==> src/rtl/seq_restoring_divider.sv <==
// seq_restoring_divider: multi-cycle N-bit restoring divider, one quotient bit
// per clock. Each trial subtraction runs through an (N+1)-bit ripple-borrow
// subtracter; its borrow-out selects keep-difference or restore.
// Optional macro DIV_SIGNED_EN: two's-complement operands with truncating
// division (magnitudes divided, signs fixed up while entering DONE).

module Nbit_Subtracter #(
  parameter int W = 9
) (
  input  logic [W-1:0] a_i,
  input  logic [W-1:0] b_i,
  input  logic         bin_i,
  output logic [W-1:0] diff_o,
  output logic         bout_o
);
  logic [W:0] brw;

  assign brw[0] = bin_i;

  for (genvar i = 0; i < W; i++) begin : g_bit
    assign diff_o[i]  = a_i[i] ^ b_i[i] ^ brw[i];
    assign brw[i + 1] = (~a_i[i] & b_i[i]) | (~(a_i[i] ^ b_i[i]) & brw[i]);
  end

  assign bout_o = brw[W];
endmodule

module seq_restoring_divider #(
  parameter int N = 8
) (
  input  logic         clk,
  input  logic         rst,
  input  logic         start,
  input  logic [N-1:0] dividend,
  input  logic [N-1:0] divisor,
  output logic         busy,
  output logic         done,
  output logic [N-1:0] quotient,
  output logic [N-1:0] remainder,
  output logic         div_by_zero
);
  localparam int CW = $clog2(N);

  typedef enum logic [1:0] {IDLE, CALC, DONE} state_t;

  state_t          state_q, state_d;
  logic [N:0]      r_q, r_d;       // partial remainder
  logic [N-1:0]    qr_q, qr_d;     // dividend shifting out / quotient shifting in
  logic [N-1:0]    dvs_q, dvs_d;   // captured divisor (magnitude)
  logic [CW-1:0]   cnt_q, cnt_d;
  logic [N-1:0]    quo_q, quo_d;
  logic [N-1:0]    rem_q, rem_d;
  logic            dbz_q, dbz_d;
  logic [N:0]      trial;
  logic [N:0]      diff_w;
  logic            bout_w;
  logic            accept;
  logic            last_iter;
  logic [N-1:0]    dvd_mag, dvs_mag;
  logic            unused_r_msb;

`ifdef DIV_SIGNED_EN
  logic            neg_q_q, neg_q_d;
  logic            neg_r_q, neg_r_d;

  function automatic logic [N-1:0] neg_if(input logic [N-1:0] v, input logic c);
    logic [N-1:0] one;
    one = {{(N-1){1'b0}}, 1'b1};
    return c ? (~v + one) : v;
  endfunction

  assign dvd_mag = neg_if(dividend, dividend[N-1]);
  assign dvs_mag = neg_if(divisor, divisor[N-1]);
`else
  assign dvd_mag = dividend;
  assign dvs_mag = divisor;
`endif

  // Bit N of R never feeds the trial value because R stays below the divisor.
  assign unused_r_msb = r_q[N];

  assign trial     = {r_q[N-1:0], qr_q[N-1]};
  assign accept    = start && ((state_q == IDLE) || (state_q == DONE));
  assign last_iter = (cnt_q == CW'(N - 1));

  Nbit_Subtracter #(.W(N + 1)) u_sub (
    .a_i    (trial),
    .b_i    ({1'b0, dvs_q}),
    .bin_i  (1'b0),
    .diff_o (diff_w),
    .bout_o (bout_w)
  );

  // State register
  always_ff @(posedge clk or posedge rst) begin
    if (rst) state_q <= IDLE;
    else     state_q <= state_d;
  end

  // Next-state logic
  always_comb begin
    state_d = state_q;
    case (state_q)
      IDLE, DONE: begin
        if (start) state_d = (divisor == '0) ? DONE : CALC;
        else       state_d = IDLE;
      end
      CALC:    state_d = last_iter ? DONE : CALC;
      default: state_d = IDLE;
    endcase
  end

  // Handshake outputs decoded from state
  always_comb begin
    busy = (state_q == CALC);
    done = (state_q == DONE);
  end

  // Datapath next-state: operand capture, one restoring step, result capture
  always_comb begin
    r_d   = r_q;
    qr_d  = qr_q;
    dvs_d = dvs_q;
    cnt_d = cnt_q;
    quo_d = quo_q;
    rem_d = rem_q;
    dbz_d = dbz_q;
`ifdef DIV_SIGNED_EN
    neg_q_d = neg_q_q;
    neg_r_d = neg_r_q;
`endif
    if (accept) begin
      if (divisor == '0) begin
        quo_d = '1;
        rem_d = dividend;
        dbz_d = 1'b1;
      end else begin
        r_d   = '0;
        qr_d  = dvd_mag;
        dvs_d = dvs_mag;
        cnt_d = '0;
`ifdef DIV_SIGNED_EN
        neg_q_d = dividend[N-1] ^ divisor[N-1];
        neg_r_d = dividend[N-1];
`endif
      end
    end else if (state_q == CALC) begin
      r_d   = bout_w ? trial : diff_w;
      qr_d  = {qr_q[N-2:0], ~bout_w};
      cnt_d = last_iter ? '0 : CW'(cnt_q + 1'b1);
      if (last_iter) begin
`ifdef DIV_SIGNED_EN
        quo_d = neg_if(qr_d, neg_q_q);
        rem_d = neg_if(r_d[N-1:0], neg_r_q);
`else
        quo_d = qr_d;
        rem_d = r_d[N-1:0];
`endif
        dbz_d = 1'b0;
      end
    end
  end

  // Datapath registers
  always_ff @(posedge clk or posedge rst) begin
    if (rst) begin
      r_q   <= '0;
      qr_q  <= '0;
      dvs_q <= '0;
      cnt_q <= '0;
      quo_q <= '0;
      rem_q <= '0;
      dbz_q <= 1'b0;
`ifdef DIV_SIGNED_EN
      neg_q_q <= 1'b0;
      neg_r_q <= 1'b0;
`endif
    end else begin
      r_q   <= r_d;
      qr_q  <= qr_d;
      dvs_q <= dvs_d;
      cnt_q <= cnt_d;
      quo_q <= quo_d;
      rem_q <= rem_d;
      dbz_q <= dbz_d;
`ifdef DIV_SIGNED_EN
      neg_q_q <= neg_q_d;
      neg_r_q <= neg_r_d;
`endif
    end
  end

  assign quotient    = quo_q;
  assign remainder   = rem_q;
  assign div_by_zero = dbz_q;

endmodule

==> config.mk <==
export PLATFORM = sky130hd
export DESIGN_NAME = seq_restoring_divider
export DESIGN_NICKNAME = d
export VERILOG_FILES = /design/src/rtl/seq_restoring_divider.sv
export SDC_FILE = /design/constraint.sdc
export NUM_CORES = 1
export LEC_CHECK = 0
export ABC_AREA = 1
export CORE_MARGIN = 2
export CORE_UTILIZATION = 25
export DETAILED_ROUTE_END_ITERATION = 12
export PLACE_DENSITY = 0.43
export RECOVER_POWER = 100
export SKIP_LAST_GASP = 1
export SLEW_MARGIN = 0
export SYNTH_ARGS = -nofsm -noshare
export SYNTH_HDL_FRONTEND = slang
export SYNTH_SLANG_ARGS = --single-unit
==> constraint.sdc <==
create_clock -name clk -period 12.4 [get_ports clk]
set_clock_uncertainty 0.1 [all_clocks]
set_input_delay 2.48 -clock clk [delete_from_list [all_inputs] [get_ports clk]]
set_output_delay 2.48 -clock clk [all_outputs]
set_load 0.02 [all_outputs]
==> out/qor.txt <==
Clock buffer depth: 2
Least-Margin Pin Slew: 1780 ps
Syn nets: 312
Hold Path Class: flop to flop
Remaining antenna violation count after routing: 0
Final Hold Slack: 380 ps
Vias: 1,913
Reg-to-Reg Start: qr_q[7]
Total grt overflow: 0
Slew headroom: -18.7%
First-pass GRT wire length: 9920 microns
Die Y-Extent: 101 microns
Critical path endpoint category: flop
Crit path max fanout: 30
Initial antenna violation count: 0
Hold path start: div_by_zero
Crit Path Class: primary input to flop
Fmax: 0.162 GHz
Post-Layout Cell Count: 431
PwrDens: 278 mW/mm^2
Crit share post-route: 49.7%
Synth top area share: 48.8%
PortBufs: 37
Number of global-route vias before repair: 1,914
Synthesis-stage register bit count: 46
Final hold violations: 0
CTS Sinks: 46
Type of origin of the critical path: primary input
Count leader, synth: nand2_1
Initial Utilization: 25.7%
I/O Pins: 38
Failing checks: max-capacitance violations, max-slew violations
Leakage: 1.48 nW
RePlAce Congestion: 0.796
Slew Limit Fails: 47
Post-Route WL: 5920 microns
Rows: 35
CTS Buf Count: 5
Drt wl/cell: 13.7 microns
Maximum vdd drop: 0.0736 mV
Status: finished with violations
Slowest CP cell: clkbuf_1
FFs w/ async S/R, synth: 100%
Largest net degree at the start of global routing: 47
# DRC: 0
Cells after Synth: 283
Fill cells: 998
Final min period: 6170 ps
Critical path data arrival time: 6250 ps
Area occupied by registers: 0.00115 sq mm
Die W: 101 microns
CTS H-Tree Depth: 2
Required time of the critical path: 12,480 ps
Worst-Skew Late Latency: 300 ps
Hold Buf Count CTS: 0
Reg2reg setup slack: 8070 ps
Most common cell on crit path: nand2_1
Synth unique cells: 21
Setup crit start: start
Maxcap violations: 1
Synth area leader: dfrtp_1
Nets: 348
Main synth FF type: dfrtp_1
Share of layout cells above drive strength 1: 3.75%
CP max stage delay: 1000 ps
Full die area: 0.0102 sq mm
Warnings from Yosys: 0
Sum of negative setup slack: 0 ps
Most frequent cells after synthesis: nand2_1, dfrtp_1, nand3_1
Clock Pin Slew Worst Setup and Hold Paths: 90 ps
Antenna cells: 0
Multi-input logic area: 0.00103 sq mm
Post-cts resize count: 0
Core Area: 0.00920 sq mm
Power Total: 0.807 mW
Synth area leaders: dfrtp_1, nand2_1, nand3_1
Initial DRC count: 78
Synthesized area per cell: 8.34 sq um
Cell Area, Synth: 0.00236 sq mm
Clock root buffer master: clkbuf_8
CTS tree: yes
Post-synth EDFFs: 0
RSZ-0062 raised after global routing: false
Setup Fix Bufs, Post-CTS: 0
First-pass DRT Iterations: 4
Dpl hpwl: 4160 microns
Register area share after synthesis: 48.8%
GRT Overall Usage: 12.4%
Final setup viols: 0
Via/cell ratio: 4.44
CP cell instances: dlygate4sd3_1 > nand2_1 > clkinvlp_2 > o21ai_0 > clkbuf_1 > nand2_1 > nand2_1 > nand2_1
Cells after DPL: 423
Area growth, synth to finish: 23.0%
## final timing paths
check,to,cells past startpoint
max in group asynchronous,r_q[0],2
setup / recovery,r_q[6],8
min in group asynchronous,quotient[1],2
hold reg to reg,div_by_zero,2
setup reg to reg,remainder[7],15
hold / removal,div_by_zero,2
## worst max-delay path: cells and delay by family
family,cells,cell delay [ps]
AOI/OAI and AO/OA,1,240
buffers and inverters,3,2170
and+or+nand+nor,4,1360
## cell usage in the layout (no fill, tap or decap)
master and instances:
nor2_4 2, nor2_1 6, clkdlybuf4s50_1 16, nand3b_1 8
o21ai_0 10, nand3_1 36, clkbuf_1 2, dlygate4sd3_1 21
ha_1 3, clkbuf_8 5, clkinvlp_4 1, dfrtp_1 46
nand2_1 124, nor3_1 1, o211ai_1 6, buf_4 1
inv_2 1, clkinvlp_2 1, fa_1 7, bufinv_16 1
inv_1 22
## per-stage QoR
step	setup WS, ps	utilization [%]	instance area, sq um
after floorplan	8410	-	2360
after global placement	8050	30.6	2820
after detailed placement	8020	30.6	2820
after CTS	8100	31.8	2930
after global routing	5860	31.6	2900
final	6230	31.6	2900
## metal layers
layer / track usage [%] / wire, microns / vias up
li1: - / - / 964
met4: 3.43 / 67 / 0
met3: 2.55 / 291 / 4
met5: 0 / 0 / -
met2: 17.5 / 2420 / 49
met1: 19.2 / 3140 / 896
## cell type report
type,count,area share [%]
Clock inverter,2,1.29
Sequential cell,46,39.7
Inverter,24,3.15
Clock buffer,6,2.50
Timing Repair Buffer,39,13.2
Multi-Input combinational cell,203,35.4
Tap cell,111,4.79
## power by group
group,switching (mW),leakage [nW],total [mW],internal [mW]
registers,0.0415,0.575,0.262,0.221
logic,0.259,0.855,0.433,0.174
clock network,0.0517,0.0514,0.112,0.0602
total,0.352,1.48,0.807,0.455
## flip-flops by register name, summed over array words and instances, names as in the netlist
name,count
cnt_q,3
div_by_zero,1
dvs_q,8
qr_q,8
quotient,8
r_q,8
remainder,8
state_q,2
## cells by family (layout without fill, tap and decap cells)
family,after synthesis,in the layout,synth area share (%)
buffers and inverters,34,71,6.84
adders and majority gates,10,10,7.53
AOI/OAI and AO/OA,16,16,4.19
DFF,46,46,48.8
and+or+nand+nor,177,177,32.7
Note: power is estimated with default switching activity, not from simulation.
